--- src/rtl/updown_counter_param.sv ---
// Parametrised synchronous up/down counter with a programmable count window
// [MIN_VAL, MAX_VAL], a per-cycle variable step, a count enable, and a choice
// of wrap or saturate at the window limits. Terminal-count flags are decoded
// combinationally from the count. Overflow and underflow are one-cycle
// registered pulses.
module updown_counter_param #(
  parameter int WIDTH    = 8,
  parameter int MIN_VAL  = 0,
  parameter int MAX_VAL  = 255,
  parameter int STEP_W   = 4,
  parameter int SATURATE = 0
) (
  input  logic              clk,
  input  logic              rst,
  input  logic              en,
  input  logic              load,
  input  logic              control,
  input  logic [WIDTH-1:0]  I,
  input  logic [STEP_W-1:0] step,
  output logic [WIDTH-1:0]  q,
  output logic              tc_max,
  output logic              tc_min,
  output logic              ovf,
  output logic              unf
);

  // Arithmetic width: wide enough that q + step + RANGE never truncates.
  localparam int AW = WIDTH + STEP_W + 1;

  localparam logic [AW-1:0]    MIN_A   = AW'(MIN_VAL);
  localparam logic [AW-1:0]    MAX_A   = AW'(MAX_VAL);
  localparam logic [AW-1:0]    RANGE_A = AW'(MAX_VAL - MIN_VAL + 1);
  localparam logic [WIDTH-1:0] MIN_W   = WIDTH'(MIN_VAL);
  localparam logic [WIDTH-1:0] MAX_W   = WIDTH'(MAX_VAL);

  logic [WIDTH-1:0] q_q, q_d;
  logic             ovf_q, ovf_d;
  logic             unf_q, unf_d;

  logic [AW-1:0] q_a, i_a, step_a, s_a;
  logic [AW-1:0] sum_a, diff_a, nq_a;
  logic          up_cross, dn_cross;

  // Datapath: effective step, both candidate results, and crossing detection.
  // The down path tests q < MIN + s instead of forming a negative difference,
  // and the wrapped value is q + RANGE - s, which stays non-negative since
  // s <= RANGE.
  always_comb begin
    q_a      = AW'(q_q);
    i_a      = AW'(I);
    step_a   = AW'(step);
    s_a      = (step_a > RANGE_A) ? RANGE_A : step_a;
    sum_a    = q_a + s_a;
    up_cross = (sum_a > MAX_A);
    dn_cross = (q_a < (MIN_A + s_a));
    diff_a   = dn_cross ? (q_a + RANGE_A - s_a) : (q_a - s_a);
    nq_a     = up_cross ? (sum_a - RANGE_A) : sum_a;
  end

  // Next-state selection: load beats count. Pulses default low.
  always_comb begin
    q_d   = q_q;
    ovf_d = 1'b0;
    unf_d = 1'b0;
    if (load) begin
      if (i_a > MAX_A)      q_d = MAX_W;
      else if (i_a < MIN_A) q_d = MIN_W;
      else                  q_d = I;
    end else if (en) begin
      if (control) begin
        ovf_d = up_cross;
        if (up_cross && (SATURATE != 0)) q_d = MAX_W;
        else                             q_d = nq_a[WIDTH-1:0];
      end else begin
        unf_d = dn_cross;
        if (dn_cross && (SATURATE != 0)) q_d = MIN_W;
        else                             q_d = diff_a[WIDTH-1:0];
      end
    end
  end

  // State register with synchronous reset taking priority over everything.
  always_ff @(posedge clk) begin
    if (rst) begin
      q_q   <= MIN_W;
      ovf_q <= 1'b0;
      unf_q <= 1'b0;
    end else begin
      q_q   <= q_d;
      ovf_q <= ovf_d;
      unf_q <= unf_d;
    end
  end

  // The upper bits of the wide results are zero whenever they are selected.
  logic unused_hi;
  assign unused_hi = ^{nq_a[AW-1:WIDTH], diff_a[AW-1:WIDTH]};

  assign q      = q_q;
  assign ovf    = ovf_q;
  assign unf    = unf_q;
  assign tc_max = (q_q == MAX_W);
  assign tc_min = (q_q == MIN_W);

endmodule

--- config.mk ---
export PLATFORM = sky130hd
export DESIGN_NAME = updown_counter_param
export DESIGN_NICKNAME = d
export VERILOG_FILES = /design/src/rtl/updown_counter_param.sv
export SDC_FILE = /design/constraint.sdc
export NUM_CORES = 1
export LEC_CHECK = 0
export ABC_AREA = 1
export BUFFER_PORTS_ARGS = -buffer_cell sky130_fd_sc_hd__buf_2
export CAP_MARGIN = 0
export CORE_MARGIN = 5
export CORE_UTILIZATION = 51
export DETAILED_ROUTE_END_ITERATION = 16
export PLACE_DENSITY_LB_ADDON = 0.05
export SETUP_SLACK_MARGIN = 0.3
export SYNTH_ARGS = -nofsm -noshare
export SYNTH_HDL_FRONTEND = slang
export SYNTH_SLANG_ARGS = --single-unit
--- constraint.sdc ---
create_clock -name clk -period 1.99 [get_ports clk]
set_input_delay 0.4975 -clock clk [delete_from_list [all_inputs] [get_ports clk]]
set_output_delay 0.4975 -clock clk [all_outputs]
set_load 0.01 [all_outputs]
==> flow_summary.yaml, run 1 <==
synthesis:
  synth_top_cells_by_count: "37 x nand2_1, 15 x nand3_1, 13 x inv_1"
  synth_cell_type_count: 29
  synth_area_sq_um: 980
  synth_top_area_share_pct: 20.4
  syn-instance-count: 142
  yosysSeqAreaShare_pct: 20.4
  syn_nets: 169
  synth-edff-count: 0
  synth_area_leaders: "dfxtp_1 20%, nand2_1 14%, ha_1 10%"
  ys_ff_latch: 10
  async_flop_share_pct: 0
  yosysMostFrequentCell: "nand2_1"
  yosysWarnings: 0
  syn_avg_cell_area_sq_um: 6.90
  synth_flop_cell: "dfxtp_1"
  synth_area_leader_cell: "dfxtp_1"
timing:
  maxSlewHeadroom_pct: 80.9
  tightest_slew_ps: 287
  finalMaxSlewViolations: 0
  hold_viol_final: 0
  finalSetupViolations: 0
  holdWs_ps: 490
  worst_slack_ps: 296
  clock_skew_ps: 8.02
  rsz0062_at_grt: "true"
  finalSetupTns_ps: 0
  post-route-min-period_ps: 1690
  min_period_over_period_pct: 85.1
  max_freq_mhz: 590
routing:
  drt_iter0_drc: 39
  viasPerCell: 5.38
  drtAntennaViolNets: 0
  first_pass_iters: 4
  vias: 1146
  drt_wl_total_mm: 2.97
  drt-wirelength-per-cell_microns: 13.9
  drcViolationCount: 0
critical_path:
  cp_slowest_cell: "dfxtp_4"
  setup.worst_path.end_class: "output port"
  r2r_slack_ps: 300
  arrival_ps: 1200
  cp.required_ps: 1490
  path_cells: "buf_6, nand2_4, inv_2, nand3_2, nor2_1, buf_2"
  start_kind: "flop"
  critical_path.max_fanout: 3
  critical_path_class: "reg2out"
  cpPeakStageDelay_ps: 380
layout:
  antenna_cells: 0
  fin_nets: 216
  area_growth_pct: 39.7
  drive_above_1_share_pct: 49.5
floorplanning:
  die_h_microns: 53.8
  dieArea_sq_mm: 0.00290
  rows: 15
  io_pins: 29
  coreArea_sq_mm: 0.00178
  start_util_pct: 54.9
  die_w_microns: 53.8
clock_network:
  cts.path.max_buffers: 2
  htreeDepth: 1
  ctsHoldBuffers: 0
  clock-sinks: 10
  cts_made_buffers: 3
  clkSlewWorstSetupHoldPaths_ps: 80
  cts_tree: "yes"
  cts_root_buffer: "clkbuf_4"
  clk_latency_ps: 270
grt:
  grt_usage_pct: 22.3
  overflow: 0
  grt_pass1_wl_mm: 4.73
  grt_max_degree: 12
  antenna_found_initial: 0
  first_global_vias: 1109
power:
  ir_worst_vdd_mv: 0.433
  finalPower_uw: 726
  p_per_area_mw_per_mm2: 530
  cellLeakagePower_nw: 0.713
placed_design:
  hpwl_mm: 2.06
  place_ws_ps: 71.4
  io_buffers: 28
  routabilityCongestion: 0.802
job:
  maxCapViolations: 0
min_path:
  hold_path.class: "in2reg"
outcome:
  outcome: "finished clean"
## sequential cells by signal, indices dropped and copies added (netlist names)
register and cells:
unf 1, q 8, ovf 1
## final cells by class
cell class              count  area [sq um]
multi-input cells         107           712
fillers                   142           414
repair buffers             46           285
flip-flops and latches     10           220
inverters                  21          83.8
clock buffers               4          36.3
well taps                  25          31.3
## metal layers
| layer | up-vias | part of all wire (%) | track usage, % |
|---|---|---|---|
| met3 | 4 | 5.1 | 3.60 |
| met2 | 52 | 53 | 41.9 |
| met4 | 0 | 1.4 | 2.55 |
| met5 | - | 0 | 0 |
| met1 | 522 | 40 | 26.8 |
| li1 | 568 | - | - |
## path summary, 6_finish.rpt
kind              startpoint     end  depth (start not counted)
setup / recovery        q[4]  tc_max                          6
hold / removal          I[1]    q[1]                          3
setup reg to reg        q[5]     unf                          9
hold reg to reg         q[2]    q[2]                          2
## stage by stage
stage / cells / cell area, sq um / utilization (%)
global placement: 191 / 1120 / 62.9
floorplan: 142 / 982 / -
global route: 213 / 1370 / 76.8
detailed placement: 191 / 1120 / 62.9
CTS: 212 / 1310 / 73.4
finish: 213 / 1370 / 76.8
## kinds of logic after synthesis
group	share of synthesized area (%)
compound gates	14.2
fa+ha+maj	14.3
buf+inv	11.5
flops	20.4
simple gates	39.6
## repair_timing
action / 4_1_cts / 5_1_grt
pin swaps: 5 / 8
resized for setup: 13 / 16
setup buffers: 17 / 1
setup endpoints to repair: 4 / 7
## worst max-delay path, delay by kind of cell, from the launching register on
| kind | cells | cell delay, ps |
|---|---|---|
| buffers and inverters | 3 | 310 |
| flip-flops | 1 | 380 |
| AND/OR/NAND/NOR | 3 | 240 |
## report_power, final
group	leakage [nW]	internal (mW)	switching (mW)	total [mW]
clock	0.0210	0.111	0.0767	0.188
sequential	0.0862	0.214	0.0184	0.232
combinational	0.606	0.140	0.167	0.306
total	0.713	0.464	0.262	0.726
## placed cells by master (no fill, tap or decap)
| master | count |
|---|---|
| o21ai_1 | 2 |
| nor3_1 | 3 |
| a21oi_2 | 4 |
| nand3_2 | 5 |
| dfxtp_1 | 2 |
| nand2_4 | 1 |
| a31oi_1 | 2 |
| nor2_1 | 4 |
| buf_6 | 2 |
| inv_1 | 11 |
| nor2_8 | 1 |
| nand2_2 | 5 |
| dfxtp_2 | 4 |
| buf_2 | 27 |
| nand2_1 | 34 |
| ha_2 | 2 |
| nand3_1 | 13 |
| fa_2 | 2 |
| o21bai_1 | 1 |
| nor2_2 | 2 |
| ha_1 | 5 |
| nand4_1 | 4 |
| clkbuf_8 | 1 |
| nor4_1 | 3 |
| inv_2 | 8 |
| clkbuf_4 | 4 |
| o211ai_1 | 1 |
| buf_4 | 16 |
| a22oi_1 | 5 |
| inv_4 | 2 |
| nand3b_1 | 1 |
| dfxtp_4 | 4 |
| nor2_4 | 1 |
| ha_4 | 1 |
| a21oi_1 | 4 |
| o21ai_2 | 1 |
No activity file was read; power rests on OpenSTA's default activity.
==> inputs of run 2 (changes only) <==
==> constraint.sdc (replaced) <==
create_clock -name clk -period 1.88 [get_ports clk]
set_input_delay 0.47 -clock clk [delete_from_list [all_inputs] [get_ports clk]]
set_output_delay 0.47 -clock clk [all_outputs]
set_load 0.01 [all_outputs]
==> run 2 against run 1 <==
Effect of this change: clock-buffer cell count did not move; combinational power rose by 19%; die area did not move; largest power group unchanged; via count rose by 3.9%; sequential power rose by 6%; total power rose by 11%; first-iteration DRC count rose by 56%; clock skew fell by 0.73 ps; non-clock buffer count rose by 3; flip-flop and latch count did not move; critical path type is now reg2reg; largest cell class unchanged.
==> flow_summary.yaml, run 2 (synthesis gave the netlist of run 1 again) <==
outcome:
  outcome: "finished clean"
routing:
  drt_wl_total_mm: 3.30
  drtAntennaViolNets: 0
  viasPerCell: 5.51
  drt-wirelength-per-cell_microns: 15.3
  vias: 1191
  drt_iter0_drc: 61
  first_pass_iters: 4
  drcViolationCount: 0
power:
  finalPower_uw: 808
  p_per_area_mw_per_mm2: 555
  ir_worst_vdd_mv: 0.557
  cellLeakagePower_nw: 0.731
critical_path:
  arrival_ps: 1930
  cpPeakStageDelay_ps: 350
  cp.required_ps: 2070
  path_delay_family: "adder cells"
  setup.worst_path.end_class: "flop"
  critical_path.max_fanout: 3
  crit_buf_inv: 1
  start_kind: "flop"
  crit_top_cell: "nand2_2"
  cp_slowest_cell: "fa_2"
  path_cells: "inv_2, ha_4, fa_2, o21ai_2, nand2_2, nand2_1, nand2_2, nand3_2, nand3_1, a21oi_2"
  critical_path_class: "reg2reg"
timing:
  min_period_over_period_pct: 92.5
  finalMaxSlewViolations: 0
  finalSetupViolations: 0
  holdWs_ps: 455
  clock_skew_ps: 7.29
  finalSetupTns_ps: 0
  worst_slack_ps: 140
  tightest_slew_ps: 322
  hold_viol_final: 0
  max_freq_mhz: 575
  maxSlewHeadroom_pct: 78.5
  post-route-min-period_ps: 1740
  rsz0062_at_grt: "true"
floorplanning:
  rows: 15
  io_pins: 29
  die_w_microns: 53.8
  dieArea_sq_mm: 0.00290
  die_h_microns: 53.8
  coreArea_sq_mm: 0.00178
  start_util_pct: 54.9
clock_network:
  clock-sinks: 10
  ctsHoldBuffers: 0
  cts_tree: "yes"
  cts.path.max_buffers: 2
  htreeDepth: 1
  clk_latency_ps: 270
  clkSlewWorstSetupHoldPaths_ps: 70
  cts_made_buffers: 3
  cts_root_buffer: "clkbuf_4"
grt:
  grt_usage_pct: 22.8
  overflow: 0
  grt_pass1_wl_mm: 4.80
  antenna_found_initial: 0
  first_global_vias: 1101
  grt_max_degree: 12
layout:
  fin_util_pct: 81.6
  final_common_cell: "nand2_1"
  drive_above_1_share_pct: 55.0
  layout_common_cells: "31 x nand2_1, 27 x buf_2, 19 x buf_4, 11 x nand3_1"
  num-fill-cells: 116
  largest_reg_flops: 8
  antenna_cells: 0
  area_growth_pct: 48.5
  fin_nets: 219
job:
  maxCapViolations: 0
placed_design:
  place_ws_ps: 2.76
  io_buffers: 28
  routabilityCongestion: 0.871
  hpwl_mm: 2.05
min_path:
  hold_path.class: "in2reg"
[run 2: changes by cell type in the layout (fill, tap and decap cells not counted), moves of 2 or more]
cell	before	now
inv_1	11	9
ha_2	2	0
buf_4	16	19
nand3_2	5	7
ha_4	1	3
nand3_1	13	11
dfxtp_2	4	2
a21oi_2	4	6
a21oi_1	4	2
nand2_2	5	8
nand2_1	34	31
[run 2: final cells by class]
cell class                      count  area [sq um]  area share, %
Multi-Input combinational cell    107           772           53.1
Timing Repair Buffer               49           308           21.2
Sequential cell                    10           221           15.2
Inverter                           21          86.3           5.93
Clock buffer                        4          36.3           2.49
Tap cell                           25          31.3           2.15
[run 2: stage by stage]
step / cell area [sq um] / cells
after CTS: 1330 / 211
after global placement: 1150 / 192
after floorplan: 998 / 142
after detailed placement: 1150 / 192
after global routing: 1460 / 216
final: 1460 / 216
[run 2: power breakdown]
group	leakage, nW	internal, mW	switching [mW]
logic	0.624	0.162	0.202
registers	0.0862	0.225	0.0197
clock network	0.0210	0.118	0.0804
[run 2: timing repair]
action / CTS / global route
setup buffers: 15 / 5
pin swaps: 6 / 10
endpoints found under the setup margin: 5 / 9
gates resized for setup: 16 / 22
[run 2: tightest hold or removal path: cells and delay by family]
kind,cells,cell delay [ps]
AO/OA/AOI/OAI,1,70
buffers and inverters,1,100
AND/OR/NAND/NOR,1,50
[run 2: path summary, 6_finish.rpt]
check | cells after the start | start | slack, ps | to
max | 10 | q[0] | 140 | q[6]
max reg2reg | 10 | q[0] | 140 | q[6]
min | 3 | I[1] | 460 | q[1]
min reg2reg | 2 | q[2] | 530 | q[2]
[run 2: layer usage]
| metal | vias up | share of wire (%) | track usage, % |
|---|---|---|---|
| met2 | 47 | 53 | 42.7 |
| li1 | 579 | - | - |
| met5 | - | 0 | 0 |
| met4 | 0 | 1.4 | 6.81 |
| met3 | 7 | 5.7 | 4.99 |
| met1 | 558 | 40 | 25.0 |
